`src/rtl/wishbone_bus_if.sv`:
```
// Wishbone B4 classic single-cycle master bridge between a core memory port
// and the system bus; stalls the pipeline until each access completes.
module wishbone_bus_if #(
  parameter int TO_W  = 8,
  parameter bit TO_EN = 1'b1
) (
  input  logic        clk,
  input  logic        rst,
  input  logic [5:0]  stall_i,
  input  logic        flush_i,
  input  logic        cpu_ce_i,
  input  logic [31:0] cpu_data_i,
  input  logic [31:0] cpu_addr_i,
  input  logic        cpu_we_i,
  input  logic [3:0]  cpu_sel_i,
  output logic [31:0] cpu_data_o,
  output logic        stallreq_o,
  output logic        bus_err_o,
  input  logic [31:0] wishbone_data_i,
  input  logic        wishbone_ack_i,
  output logic [31:0] wishbone_addr_o,
  output logic [31:0] wishbone_data_o,
  output logic        wishbone_we_o,
  output logic [3:0]  wishbone_sel_o,
  output logic        wishbone_stb_o,
  output logic        wishbone_cyc_o
);

  typedef enum logic [1:0] {
    IDLE,
    BUSY,
    WAIT_FOR_STALL
  } state_t;

  localparam logic [TO_W-1:0] TO_MAX = '1;
  localparam logic [TO_W-1:0] TO_ONE = TO_W'(1);

  state_t          state, state_nxt;
  logic [31:0]     rd_buf;
  logic [TO_W-1:0] to_cnt;
  logic            start, busy_flush, busy_ack, busy_to, stalled;

  always_comb begin
    start      = (state == IDLE) && cpu_ce_i && !flush_i;
    busy_flush = (state == BUSY) && flush_i;
    busy_ack   = (state == BUSY) && !flush_i && wishbone_ack_i;
    busy_to    = (state == BUSY) && !flush_i && !wishbone_ack_i
                 && TO_EN && (to_cnt == TO_MAX);
    stalled    = (stall_i != 6'd0);
  end

  // NOTE: sequential state uses non-blocking (<=) so every register samples
  // pre-edge values regardless of statement order.
  always_ff @(posedge clk or posedge rst) begin
    if (rst) state <= IDLE;
    else     state <= state_nxt;
  end

  // NOTE: defaults first so no path through the case leaves an output
  // unassigned, which would otherwise infer a latch.
  always_comb begin
    state_nxt  = state;
    stallreq_o = 1'b0;
    cpu_data_o = 32'd0;
    if (!rst) begin
      unique case (state)
        IDLE: begin
          stallreq_o = cpu_ce_i && !flush_i;
          if (start) state_nxt = BUSY;
        end
        BUSY: begin
          if (busy_flush) begin
            state_nxt = IDLE;
          end else if (busy_ack || busy_to) begin
            state_nxt = stalled ? WAIT_FOR_STALL : IDLE;
            if (busy_ack && !wishbone_we_o) cpu_data_o = wishbone_data_i;
          end else begin
            stallreq_o = 1'b1;
          end
        end
        WAIT_FOR_STALL: begin
          cpu_data_o = rd_buf;
          if (flush_i || !stalled) state_nxt = IDLE;
        end
        default: state_nxt = IDLE;
      endcase
    end
  end

  // Bus outputs return to zero whenever a cycle ends, whatever the reason.
  always_ff @(posedge clk or posedge rst) begin
    if (rst) begin
      wishbone_addr_o <= 32'd0;
      wishbone_data_o <= 32'd0;
      wishbone_we_o   <= 1'b0;
      wishbone_sel_o  <= 4'd0;
      wishbone_stb_o  <= 1'b0;
      wishbone_cyc_o  <= 1'b0;
      rd_buf          <= 32'd0;
      to_cnt          <= '0;
      bus_err_o       <= 1'b0;
    end else begin
      bus_err_o <= 1'b0;
      if (start) begin
        wishbone_addr_o <= cpu_addr_i;
        wishbone_data_o <= cpu_data_i;
        wishbone_we_o   <= cpu_we_i;
        wishbone_sel_o  <= cpu_sel_i;
        wishbone_stb_o  <= 1'b1;
        wishbone_cyc_o  <= 1'b1;
        rd_buf          <= 32'd0;
        to_cnt          <= '0;
      end else if (busy_flush || busy_ack || busy_to) begin
        wishbone_addr_o <= 32'd0;
        wishbone_data_o <= 32'd0;
        wishbone_we_o   <= 1'b0;
        wishbone_sel_o  <= 4'd0;
        wishbone_stb_o  <= 1'b0;
        wishbone_cyc_o  <= 1'b0;
        if (busy_ack && !wishbone_we_o) rd_buf <= wishbone_data_i;
        if (busy_to) begin
          rd_buf    <= 32'd0;
          bus_err_o <= 1'b1;
        end
      end else if (state == BUSY) begin
        if (to_cnt != TO_MAX) to_cnt <= to_cnt + TO_ONE;
      end else if (state == WAIT_FOR_STALL && flush_i) begin
        rd_buf <= 32'd0;
      end
    end
  end

endmodule

```
`config.mk`:
```
export PLATFORM = sky130hd
export DESIGN_NAME = wishbone_bus_if
export DESIGN_NICKNAME = d
export VERILOG_FILES = /design/src/rtl/wishbone_bus_if.sv
export SDC_FILE = /design/constraint.sdc
export NUM_CORES = 1
export LEC_CHECK = 0
export CELL_PAD_IN_SITES_DETAIL_PLACEMENT = 1
export CELL_PAD_IN_SITES_GLOBAL_PLACEMENT = 2
export CORE_UTILIZATION = 25
export DETAILED_ROUTE_END_ITERATION = 6
export PLACE_DENSITY = 0.89
export SLEW_MARGIN = 20
export SYNTH_ARGS = -nofsm -noshare
export SYNTH_HDL_FRONTEND = slang
export SYNTH_SLANG_ARGS = --single-unit
```
`constraint.sdc`:
```
create_clock -name clk -period 6.01 [get_ports clk]
set_input_delay 1.202 -clock clk [delete_from_list [all_inputs] [get_ports clk]]
set_output_delay 1.202 -clock clk [all_outputs]
set_load 0.05 [all_outputs]
```
==> results of run 1 <==
## power groups by stage
stage	registers [mW]	logic [mW]	clock network, mW
after floorplan	1.86	0.752	0
after detailed placement	1.25	2.06	0
final	1.24	2.04	0.939
after global placement	1.24	2.01	0
after global routing	1.28	2.17	1.01
after CTS	1.25	2.06	0.969
## worst reg2reg max path, stage by stage (launching register included)
cell and delay (ns):
dfrtp_1 0.40, inv_1 0.11, ha_1 0.24, and3b_2 0.59, o31a_2 0.97, mux2i_1 0.32
## placed cells by master, fill, tap and decap left out, types with 5 or more instances in the layout
cell type        synthesis  routed
a22o_1                  69      69
a22oi_1                 32      32
buf_4                    1       6
clkbuf_16                0      17
clkdlybuf4s50_1          0     216
clkinvlp_4               0       5
dfrtp_1                113     113
ha_1                     5       5
inv_1                   36      35
mux2i_1                 33      33
nand2_1                 41      40
nor2_1                  40      40
o211ai_1                 5       5
## cells by family (layout without fill, tap and decap cells)
logic type,Yosys count,count (layout),synth area share [%]
compound gates,116,116,19.22
xor+xnor,4,4,0.7035
fa+ha+maj,5,5,1.256
buf+inv,70,291,5.928
flops,113,113,56.77
mux,34,34,6.858
simple gates,100,100,9.269
## worst max path at each step
stage | start | slack, ns | endpoint
after floorplan | rst | 1.00 | cpu_data_o[10]
after global placement | rst | 1.19 | cpu_data_o[31]
after detailed placement | flush_i | 1.11 | cpu_data_o[4]
after CTS | flush_i | 1.11 | cpu_data_o[4]
after global routing | flush_i | 0.97 | cpu_data_o[4]
final | flush_i | 1.13 | cpu_data_o[4]
## metal layers
layer | wire length (µm) | track usage, % | up-vias
li1 | - | - | 1982
met1 | 6702 | 18.85 | 2120
met2 | 7165 | 24.70 | 158
met3 | 1201 | 5.734 | 16
met4 | 237 | 6.395 | 0
met5 | 0 | 0 | -
## registers in the layout, indices dropped and copies added, names as in the netlist
signal           cells
wishbone_cyc_o       1
state                2
wishbone_sel_o       4
wishbone_we_o        1
bus_err_o            1
wishbone_data_o     32
wishbone_addr_o     32
rd_buf              32
to_cnt               8
## per-stage QoR
step	setup slack (ns)	util [%]	instances	instance area, µm²
after floorplan	1.001	-	442	4985
after global placement	1.187	37.83	896	7386
after detailed placement	1.110	37.83	896	7386
after CTS	1.106	40.68	928	7943
after global routing	0.9697	40.71	928	7949
final	1.126	40.71	928	7949
## area by class of cell
| class | count | area (µm²) |
|---|---|---|
| sequential | 113 | 2828 |
| clock buffer | 20 | 456.7 |
| inverter | 36 | 138.9 |
| fill | 2163 | 11580 |
| timing repair buffer | 223 | 2218 |
| multi-input combinational | 259 | 1876 |
| tap | 265 | 331.6 |
| clock inverter | 12 | 100.1 |
==> run summary, run 1 <==
Status: completed
Fin Setup TNS: 0 ns
Initial antenna violation count: 0
Hold Worst Slack: 0.4989 ns
Final wirelength: 15310 µm
Most frequent cell after synthesis: dfrtp_1
Layout cell share with drive strength beyond 1: 7.391%
Syn Nets: 559
Cell count after synthesis: 442
H-tree depth: 4
Chip height: 143.2 µm
Clock Tree Buf Depth: 2
Top cell type's share of synthesized area: 56.77%
Worst skew pair latency: 0.42 ns
R2R setup slack: 3.30 ns
First-pass GRT wire length: 24370 µm
Initial core utilization: 25.51%
TritonCTS Buffers: 17
Synth Warn #: 0
# nets final: 767
Asr flop ratio synth: 100.0%
Sequential power share: 29.4%
Final period util: 81.27%
Worst hold path stage count: 1
HP Class: flip-flop to flip-flop
Root buf cell: clkbuf_16
Min-delay src: wishbone_data_o[14]
Power Density: 532.0 nW/µm²
Reg2Reg Depth: 5
Setup bufs post-CTS: 0
Synth cell count leaders: dfrtp_1, a22o_1, nand2_1
Core area: 19530 µm²
Internal: 2.337 mW
Crit-path max cell delay: 0.83 ns
Remaining antenna violation count: 0
EDFF count, synth: 0
Net Sw Frac: 44.74%
Die footprint: 20490 µm²
Number of hold violations in the final report: 0
Post-synth top area cell: dfrtp_1
N_diodes: 0
PortBufs: 216
GRT overflow: 0
Crit-path max FO: 32
Clk sink count: 113
Clock share of power: 22.2%
Synth cell types: 39
Die width: 143.2 µm
Max-Cap Viols: 0
Critical Path AT: 3.68 ns
DP HPWL: 10800 µm
Top post-synthesis cells by area: dfrtp_1, a22o_1, mux2i_1
CP Capture Type: output pin
Post-synthesis sequential area ratio: 56.77%
Total track usage: 15.52%
RSZ-0062 raised after global routing: no
DR iter-0 viols: 176
Gate power share: 48.4%
Avg Cell Area, Syn: 11.27 µm²
Routed WL per cell: 16.49 µm
Fmax: 204.7 MHz
Gpl congestion: 0.7262
Row count: 51
Leak Pwr: 3.348 nW
CTS tree: yes
CP Depth: 7
CP Cell Sequence: clkdlybuf4s50_1, nand2b_1, nor3b_2, buf_4, a22oi_1, nor2_1, clkdlybuf4s50_1
Area growth syn-to-layout: 59.58%
Final Max Slew Viols: 0
Switch Pwr: 1.892 mW
VDD IR max: 334.5 µV
Flops & latches, synth: 113
Post-Synthesis Cell Area: 4981 µm²
Crit path top cell by count: clkdlybuf4s50_1
RR Startpoint: state[1]
Min cycle time layout: 4.884 ns
Io pins: 217
Setup violation total in the final timing report: 0
Via Count: 4276
Final Skew: 0.01042 ns
Most frequently used flop master after synthesis: dfrtp_1
Pin count of the biggest net entering global routing: 80
Routed vias/inst: 4.608
Crit Path Category: input port to output pin
CP Buf/Inv Count: 3
Resized cells post-CTS: 0
Slowest cell on the critical path: clkdlybuf4s50_1
Data required, critical path: 4.81 ns
Detailed Routing Iterations Pass 1: 4
Slew headroom: 26.97%
Hold buffers post-CTS: 0
Hold Path End: wishbone_data_o[14]
Vias in the first global route: 4653
Worst slew pin tran: 1.095 ns
# DRC: 0
Total power: 4.229 mW
Largest delay contributor family on the critical path: buffers and inverters
Crit start category: input port
R2r endpoint: rd_buf[30]
Clock slew at reported path FFs: 0.05 ns
Power figures use the tool's default switching activity.
==> run 2, diff against run 1 <==
CORE_UTILIZATION = 23   (was 25)
PLACE_DENSITY = 0.87   (was 0.89)
clock period = 4.07 ns   (was 6.01 ns; I/O delays follow)
==> run 2 against run 1 <==
  * Final area fell by 0.66%
  * Non-clock buffer count rose by 2
  * First-iteration DRC count down 26%
  * Critical endpoint is now cpu_data_o[12]
==> run summary, run 2 (same netlist as run 1, synthesis figures left out) <==
Critical Path AT: 2.66 ns
Setup violation total in the final timing report: 0
GRT overflow: 0
Gate power share: 48.5%
Crit path top cell by count: buf_4
Switch Pwr: 2.839 mW
Clk sink count: 113
H-tree depth: 4
FILL cells: 2312
Final Max Slew Viols: 0
Crit-path max FO: 32
RSZ-0062 raised after global routing: no
Total power: 6.278 mW
Setup bufs post-CTS: 0
Crit-path max cell delay: 0.52 ns
Internal: 3.439 mW
Vias in the first global route: 4743
Min-delay src: wishbone_data_o[18]
TritonCTS Buffers: 17
Chip height: 149.2 µm
Placed Area: 7338 µm²
Io pins: 217
Hold buffers post-CTS: 0
# nets final: 769
Leak Pwr: 3.434 nW
Crit Path Category: input port to output pin
Total track usage: 14.55%
First-pass GRT wire length: 25030 µm
Gpl congestion: 0.7153
Initial antenna violation count: 0
Max-Cap Viols: 0
Slowest cell on the critical path: clkdlybuf4s50_1
Final period util: 85.24%
Die footprint: 22250 µm²
Commonest non-fill, non-tap cell in the layout: clkdlybuf4s50_1
CP Capture Type: output pin
Detailed Routing Iterations Pass 1: 4
Routed vias/inst: 4.602
DP HPWL: 10770 µm
RR Startpoint: state[1]
Worst skew pair latency: 0.42 ns
Design area: 7896 µm²
Core area: 21150 µm²
Initial core utilization: 23.55%
Pin count of the biggest net entering global routing: 76
Resized cells post-CTS: 0
Via Count: 4326
Routed WL per cell: 16.78 µm
Root buf cell: clkbuf_16
N_diodes: 0
Final Skew: 0.01509 ns
Row count: 53
Clock slew at reported path FFs: 0.06 ns
Most frequent cells in the layout: clkdlybuf4s50_1, dfrtp_1, a22o_1
Finished Core Util: 37.33%
Layout cell share with drive strength beyond 1: 13.08%
Crit start category: input port
CTS tree: yes
Power Density: 795.1 nW/µm²
Fmax: 288.2 MHz
Remaining antenna violation count: 0
PortBufs: 216
Worst setup path start: flush_i
Setup ws final: 0.6007 ns
Clock Tree Buf Depth: 2
Clock share of power: 22.4%
VDD IR max: 457.8 µV
Net Sw Frac: 45.23%
Pre-CTS setup slack: 0.5995 ns
HP Class: flip-flop to flip-flop
Fin Setup TNS: 0 ns
Data required, critical path: 3.26 ns
Final cell count without fillers: 940
Die width: 149.2 µm
Area growth syn-to-layout: 58.53%
Worst slew pin tran: 0.9708 ns
# DRC: 0
Area of the multi-input gates: 1881 µm²
Slew headroom: 35.28%
Status: completed
Number of hold violations in the final report: 0
Placed Cells: 908
DR iter-0 viols: 131
Biggest regs: rd_buf: 32 flops, wishbone_addr_o: 32 flops, wishbone_data_o: 32 flops
Hold Worst Slack: 0.4984 ns
Final wirelength: 15780 µm
Register area: 2828 µm²
CP Cell Sequence: clkdlybuf4s50_1, nand2b_1, nor3b_2, buf_4, a22oi_1, nor2_1, buf_4
Min cycle time layout: 3.469 ns
Sequential power share: 29.1%
-- run 2: cell count changes in the layout (fill, tap and decap cells not counted), moves of 2 or more --
cell	delta
buf_4	+36
inv_6	+4
clkinv_4	-2
nor2_1	-3
clkdlybuf4s50_1	-33
nor2_2	+3
clkinvlp_4	-2
-- run 2: worst paths after layout --
| check | end | slack, ns | depth (start not counted) |
|---|---|---|---|
| setup / recovery | cpu_data_o[12] | 0.60 | 7 |
| hold / removal | wishbone_data_o[18] | 0.50 | 1 |
| setup reg to reg | rd_buf[12] | 1.75 | 7 |
| hold reg to reg | wishbone_data_o[18] | 0.50 | 1 |
| max in group asynchronous | wishbone_addr_o[0] | 1.71 | 4 |
| min in group asynchronous | state[1] | 0.97 | 3 |
-- run 2: metal layers --
metal	track usage, %	vias to the layer above	routed length, µm
li1	-	1987	-
met5	0	-	0
met2	22.74	181	7136
met3	6.911	14	1600
met1	17.38	2144	6801
met4	5.051	0	238
-- run 2: area by class of cell --
type | count | area share [%]
Clock buffer | 18 | 5.562
Clock inverter | 14 | 1.505
Inverter | 36 | 1.759
Multi-Input combinational cell | 259 | 23.82
Sequential cell | 113 | 35.81
Tap cell | 275 | 4.357
Timing Repair Buffer | 225 | 27.19
-- run 2: power groups by stage --
| stage | clock [mW] | sequential, mW | combinational [mW] |
|---|---|---|---|
| floorplan | 0 | 2.74 | 1.12 |
| detailed placement | 0 | 1.83 | 3.08 |
| CTS | 1.45 | 1.83 | 3.08 |
| global route | 1.50 | 1.88 | 3.23 |
| global placement | 0 | 1.83 | 3.03 |
| finish | 1.41 | 1.83 | 3.04 |
-- run 2: critical path, delay by kind of cell --
kind | cells | cell delay (ns)
buffers and inverters | 3 | 1.09
AOI/OAI and AO/OA | 1 | 0.17
and+or+nand+nor | 3 | 0.56
==> run 3, diff against run 2 <==
RECOVER_POWER = 100   (was unset)
==> run 3 against run 2 <==
  * The flow now finishes with violations (max-capacitance violations, max-slew violations)
  * Worst setup slack worse by 0.27 ns
  * Via count is 0.12% higher
  * Register-to-register slack worse by 0.70 ns
  * Critical endpoint is now stallreq_o
  * Highest routed layer unchanged
==> run summary, run 3 (same netlist as run 1, synthesis figures left out) <==
N_diodes: 0
# nets final: 769
Die width: 149.2 µm
Setup violation total in the final timing report: 0
Resized cells post-CTS: 0
First-pass GRT wire length: 25030 µm
Net Sw Frac: 45.79%
Worst slew pin tran: 1.869 ns
Biggest regs: rd_buf: 32 flops, wishbone_addr_o: 32 flops, wishbone_data_o: 32 flops
H-tree depth: 4
Layout cell share with drive strength beyond 1: 12.93%
Hold buffers post-CTS: 0
Remaining antenna violation count: 0
Clock slew at reported path FFs: 0.06 ns
Row count: 53
Sequential power share: 29.4%
VDD IR max: 442.4 µV
Fmax: 267.5 MHz
HP Class: flip-flop to flip-flop
Power Density: 782.9 nW/µm²
Chip height: 149.2 µm
Pin count of the biggest net entering global routing: 76
Gpl congestion: 0.7153
Min cycle time layout: 3.738 ns
TritonCTS Buffers: 17
CP Capture Type: output pin
Io pins: 217
Die footprint: 22250 µm²
PortBufs: 216
Crit start category: input port
Clock share of power: 22.8%
# DRC: 0
Critical Path AT: 2.92 ns
Gate power share: 47.8%
Initial core utilization: 23.55%
Setup bufs post-CTS: 0
Core area: 21150 µm²
Routed vias/inst: 4.607
Status: complete, but fails checks
Switch Pwr: 2.822 mW
Max-Cap Viols: 1
Detailed Routing Iterations Pass 1: 4
Hold Worst Slack: 0.4904 ns
Failing checks: max-capacitance violations, max-slew violations
Total track usage: 14.55%
RSZ-0062 raised after global routing: no
Clk sink count: 113
Initial antenna violation count: 0
R2R setup slack: 1.05 ns
Root buf cell: clkbuf_16
Final period util: 91.84%
Data required, critical path: 3.26 ns
Most frequent cells in the layout: dfrtp_1, clkdlybuf4s50_1, dlygate4sd3_1
Commonest non-fill, non-tap cell in the layout: dfrtp_1
Worst skew pair latency: 0.42 ns
Clock Tree Buf Depth: 2
DR iter-0 viols: 127
Final Skew: 0.01534 ns
Final wirelength: 15730 µm
Via Count: 4331
Number of hold violations in the final report: 0
FILL cells: 2315
Crit-path max FO: 8
Final Max Slew Viols: 76
DP HPWL: 10770 µm
Routed WL per cell: 16.74 µm
Leak Pwr: 3.618 nW
Area growth syn-to-layout: 58.03%
Crit Path Category: input port to output pin
CTS tree: yes
Slew headroom: -24.60%
Vias in the first global route: 4743
GRT overflow: 0
Internal: 3.341 mW
Finished Core Util: 37.21%
run 3: layer usage:
metal	routed length, µm	vias up	global-route usage, %	part of all wire (%)
li1	-	1988	-	-
met2	7157	178	22.74	45
met5	0	-	0	0
met4	236	0	5.051	1.5
met1	6741	2151	17.38	43
met3	1597	14	6.911	10
run 3: power groups by stage:
| stage | clock [mW] | combinational (mW) | sequential [mW] |
|---|---|---|---|
| after floorplan | 0 | 1.12 | 2.74 |
| after global placement | 0 | 3.03 | 1.83 |
| after detailed placement | 0 | 3.08 | 1.83 |
| after CTS | 1.45 | 3.08 | 1.83 |
| after global routing | 1.50 | 3.13 | 1.87 |
| final | 1.41 | 2.94 | 1.81 |
run 3: stage by stage:
step	cells	worst slack, ns	power (mW)	instance area (µm²)	TNS [ns]
6_report	940	0.3321	6.162	7871	0
5_1_grt	940	0.2254	6.505	7871	0
4_1_cts	940	0.5945	6.365	7896	0
3_5_place_dp	908	0.5995	4.905	7338	0
3_3_place_gp	908	0.6033	4.859	7338	0
2_1_floorplan	442	-0.05179	3.859	4996	-1.398
run 3: final timing paths:
check	start	end	depth (start not counted)
min in group asynchronous	rst	state[1]	3
worst min-delay path	wishbone_data_o[18]	wishbone_data_o[18]	1
worst max-delay path	flush_i	stallreq_o	5
worst max register to register	state[1]	rd_buf[12]	7
worst min register to register	wishbone_data_o[18]	wishbone_data_o[18]	1
max in group asynchronous	rst	wishbone_addr_o[0]	4
run 3: cell type report:
cell class	instances	area, µm²	area share, %
multi-input combinational	259	1876	23.83
inverter	36	138.9	1.764
sequential	113	2828	35.92
clock inverter	14	118.9	1.510
tap	275	344.1	4.371
clock buffer	18	439.2	5.579
timing repair buffer	225	2127	27.02
run 3: critical path, cell delays in order:
cell and delay (ns):
dlygate4sd3_1 0.62, nor3b_1 0.60, o21ai_2 0.26, a211oi_1 0.31, clkbuf_2 0.32
